`src/rtl/spi_counter_tx.sv`:
```
// SPI mode-0 transmitter for the 14-bit counter snapshot plus run/clear bits.
// Define SPI_TX_CHECKSUM_EN to append an XOR checksum byte (24-bit frame).
module spi_counter_tx #(
    parameter int CLK_DIV = 4
) (
    input  logic        clk,
    input  logic        reset,
    input  logic [13:0] counter,
    input  logic        i_runstop,
    input  logic        i_clear,
    input  logic        send,
    output logic        busy,
    output logic        done,
    output logic        sclk,
    output logic        mosi,
    output logic        cs_n
);

`ifdef SPI_TX_CHECKSUM_EN
    localparam int N  = 24;
    localparam int BW = 5;
`else
    localparam int N  = 16;
    localparam int BW = 4;
`endif
    localparam int DW = (CLK_DIV > 1) ? $clog2(CLK_DIV) : 1;

    typedef enum logic [1:0] {
        IDLE,
        SHIFT,
        HOLD,
        DONE
    } state_t;

    state_t          state;
    logic [DW-1:0]   div_cnt;
    logic [BW-1:0]   bit_cnt;
    logic [N-1:0]    shreg;
    logic [7:0]      byte0;
    logic [7:0]      byte1;
    logic [N-1:0]    frame;
    logic            div_last;
    logic            bit_last;

    assign byte0 = {i_runstop, i_clear, counter[13:8]};
    assign byte1 = counter[7:0];

`ifdef SPI_TX_CHECKSUM_EN
    assign frame = {byte0, byte1, byte0 ^ byte1};
`else
    assign frame = {byte0, byte1};
`endif

    assign div_last = (div_cnt == DW'(CLK_DIV - 1));
    assign bit_last = (bit_cnt == BW'(N - 1));

    always_ff @(posedge clk) begin
        if (reset) begin
            state   <= IDLE;
            div_cnt <= '0;
            bit_cnt <= '0;
            shreg   <= '0;
            sclk    <= 1'b0;
            mosi    <= 1'b0;
            cs_n    <= 1'b1;
            busy    <= 1'b0;
            done    <= 1'b0;
        end else begin
            done <= 1'b0;
            unique case (state)
                IDLE: begin
                    if (send) begin
                        // MSB goes out now; the rest waits in shreg.
                        shreg   <= frame << 1;
                        mosi    <= frame[N-1];
                        div_cnt <= '0;
                        bit_cnt <= '0;
                        sclk    <= 1'b0;
                        cs_n    <= 1'b0;
                        busy    <= 1'b1;
                        state   <= SHIFT;
                    end
                end
                SHIFT: begin
                    if (div_last) begin
                        div_cnt <= '0;
                        sclk    <= ~sclk;
                        if (sclk) begin
                            if (bit_last) begin
                                state <= HOLD;
                            end else begin
                                bit_cnt <= bit_cnt + 1'b1;
                                mosi    <= shreg[N-1];
                                shreg   <= shreg << 1;
                            end
                        end
                    end else begin
                        div_cnt <= div_cnt + 1'b1;
                    end
                end
                HOLD: begin
                    if (div_last) begin
                        div_cnt <= '0;
                        cs_n    <= 1'b1;
                        busy    <= 1'b0;
                        done    <= 1'b1;
                        mosi    <= 1'b0;
                        state   <= DONE;
                    end else begin
                        div_cnt <= div_cnt + 1'b1;
                    end
                end
                DONE: begin
                    state <= IDLE;
                end
                default: begin
                    state <= IDLE;
                end
            endcase
        end
    end

endmodule
```
`config.mk`:
```
export PLATFORM = sky130hd
export DESIGN_NAME = spi_counter_tx
export DESIGN_NICKNAME = d
export VERILOG_FILES = /design/src/rtl/spi_counter_tx.sv
export SDC_FILE = /design/constraint.sdc
export NUM_CORES = 1
export LEC_CHECK = 0
export BUFFER_PORTS_ARGS = -buffer_cell sky130_fd_sc_hd__buf_2
export CAP_MARGIN = 20
export CORE_ASPECT_RATIO = 1.2
export CORE_UTILIZATION = 59
export CTS_CLUSTER_DIAMETER = 40
export CTS_CLUSTER_SIZE = 40
export DETAILED_ROUTE_END_ITERATION = 12
export PLACE_DENSITY = 0.93
export SYNTH_ARGS = -nofsm -noshare
export SYNTH_HDL_FRONTEND = slang
export SYNTH_SLANG_ARGS = --single-unit
```
`constraint.sdc`:
```
create_clock -name clk -period 3.4 [get_ports clk]
set_input_delay 0.68 -clock clk [delete_from_list [all_inputs] [get_ports clk]]
set_output_delay 0.68 -clock clk [all_outputs]
set_load 0.05 [all_outputs]
```
==> results.ini <==
[yosys]
ys_seq_area_share_pct = 37.58
postSynthCellCount = 161
avgSynthCellArea_um2 = 9.264
synth-edff-count = 0
synthArstFlopShare_pct = 0
yosysUniqueCellTypes = 35
syn_area_um2 = 1491
synthFlopType = dfxtp_1
synth_top_area_share_pct = 37.58
syn-num-nets = 186
yosys_warnings = 0
synth.area.top_cells = dfxtp_1 38%, mux2i_1 9.4%, a21oi_1 8.7%
synth_top_cell_by_area = dfxtp_1
ys_ff_latch = 28

[clock_tree]
cts_tree = done
cts_hold_buffers = 0
clk_pin_slew_ns = 0.14
cts_root_buffer = clkbuf_4
clkLatencyLatePin_ns = 0.33
cts_resized = 0
cts_buffers = 3
postCtsSetupRepairBufs = 0
clock_sinks = 28
htreeDepth = 1
clock_path_buffers = 2

[worst_setup_path]
reg2reg_depth = 6
worst-path-max-fanout = 17
arrival_ns = 2.59
worstSetupEndpointType = flop
start_kind = flop
crit_type = flop to flop
critPathRequiredTime_ns = 3.61

[route]
viasPerCell = 6.332
dr.first_iter.drc_count = 43
first_pass_iters = 5
drc = 0
drt-total-wl_um = 3238
ant_nets = 0
routedWlPerCell_um = 15.57
num_vias = 1317

[timing]
rsz0062_at_grt = false
fin_crit_sh_pct = 69.90
slew-limit-headroom_pct = 48.74
drv_slew = 0
max_freq_ghz = 0.4207
fin_tns_setup_ns = 0
setup_viol = 0
worst_pin_slew_ns = 0.7689
fin_skew_ns = 0.002692
period_minus_slack_ns = 2.377
final_hold_viol_count = 0

[final_layout]
nets = 203
filler_cell_count = 192
diodes = 0
seq_area_um2 = 560.5
multi_input_area_um2 = 845.8
drive_above_1_share_pct = 23.16
area_delta_synth_final_pct = 8.809
fin_util_pct = 69.66

[power]
seqPwrFrac_pct = 35.6
p_per_area_nw_per_um2 = 883.7
p_switching_mw = 0.6327
combPwrFrac_pct = 53.0
leakagePower_nw = 0.6121
irDropWorstVdd_mv = 0.6477
power.internal_mw = 0.8013
switching_share_pct = 44.12
power.share.clock_pct = 11.4

[placement]
gp_congestion = 0.8285
place_hpwl_um = 2266
portBuffers = 23

[global_routing]
grt_max_degree = 31
antenna_found_initial = 0
grt_pass1_vias = 1257
gr-total-overflow = 0
grt_first_pass_wirelength_um = 5292
track_usage_pct = 26.09

[worst_hold_path]
min_path_cells = 2
hp-class = flop to flop

[floorplan]
initial_core_util_pct = 64.02
placementRows = 19
io_pins = 24
die_h_um = 57.08
core-area_um2 = 2330
die-area_um2 = 2734
die_width_um = 47.90

[status]
outcome = finished clean

[job]
drv_cap = 0

==> critical path: stages (launching register included) <==
cell and delay, ns:
dfxtp_1 0.37, inv_1 0.11, ha_1 0.62, nand3_2 0.26, o22ai_4 0.36, and2_4 0.38, o32ai_1 0.15
==> sequential cells by signal, indices dropped and copies added (netlist names) <==
register / flops
state: 2
bit_cnt: 4
sclk: 1
mosi: 1
done: 1
cs_n: 1
div_cnt: 2
busy: 1
shreg: 15
==> placed cells by master (no fill, tap or decap), types with 2 or more instances in the layout <==
| master | count |
|---|---|
| buf_2 | 23 |
| nand2_1 | 7 |
| o21ai_0 | 7 |
| a311oi_1 | 2 |
| nor2_1 | 8 |
| nand3_1 | 4 |
| nand2b_1 | 2 |
| o21a_1 | 2 |
| nor3b_1 | 2 |
| nor2b_1 | 4 |
| dfxtp_1 | 28 |
| a211oi_1 | 6 |
| mux2i_1 | 14 |
| inv_1 | 5 |
| ha_1 | 6 |
| a21oi_1 | 26 |
| a211oi_2 | 9 |
| clkbuf_4 | 3 |
| o31ai_1 | 2 |
==> stage by stage <==
| step | cells | power [mW] | worst slack [ns] | instance area (µm²) | hold slack (ns) |
|---|---|---|---|---|---|
| after global placement | 204 | 1.217 | 1.224 | 1587 | 0.4598 |
| after global routing | 208 | 1.520 | 0.8702 | 1623 | 0.5174 |
| final | 208 | 1.434 | 1.023 | 1623 | 0.4984 |
| after detailed placement | 204 | 1.264 | 1.062 | 1587 | 0.4822 |
| after CTS | 208 | 1.428 | 1.033 | 1623 | 0.5010 |
| after floorplan | 161 | 1.161 | 1.687 | 1491 | 0.4533 |
==> cell families after synthesis <==
| kind of cell | count (synthesis) | synth area share [%] |
|---|---|---|
| AOI/OAI and AO/OA | 61 | 29.36 |
| adders and majority gates | 6 | 5.033 |
| buffers and inverters | 17 | 5.705 |
| DFF | 28 | 37.58 |
| muxes | 14 | 9.396 |
| and+or+nand+nor | 35 | 12.92 |
==> final timing paths <==
path	start	end	slack (ns)
worst max-delay path	state[1]	bit_cnt[1]	1.02
worst max register to register	state[1]	bit_cnt[1]	1.02
worst min-delay path	div_cnt[1]	div_cnt[1]	0.50
worst min register to register	div_cnt[1]	div_cnt[1]	0.50
==> final cells by class <==
type | count | share of cell area, %
flip-flops and latches | 28 | 34.54
repair buffers | 24 | 7.556
well taps | 31 | 2.390
multi-input cells | 116 | 52.12
clock buffers | 4 | 2.236
inverters | 5 | 1.157
==> per-layer routing <==
metal	global-route usage (%)	vias up	share of wire [%]
met4	11.51	0	3.9
li1	-	628	-
met5	0	-	0
met1	34.34	605	41
met2	40.35	62	50
met3	5.063	22	4.9
==> power groups by stage <==
stage | Combinational (mW) | Sequential (mW) | Clock (mW)
after global routing | 0.818 | 0.522 | 0.180
final | 0.760 | 0.511 | 0.163
after floorplan | 0.623 | 0.538 | 0
after global placement | 0.707 | 0.510 | 0
after CTS | 0.756 | 0.509 | 0.163
after detailed placement | 0.748 | 0.516 | 0
==> cells in the mapped netlist (4+ instances only) <==
master,count
nor2_1,8
ha_1,6
clkbuf_1,5
nor2b_1,4
dfxtp_1,28
inv_1,5
nand2_1,7
o21ai_0,7
mux2i_1,14
a211oi_2,9
nand3_1,4
buf_2,5
a21oi_1,26
a211oi_1,6
No activity file was read; power rests on OpenSTA's default activity.
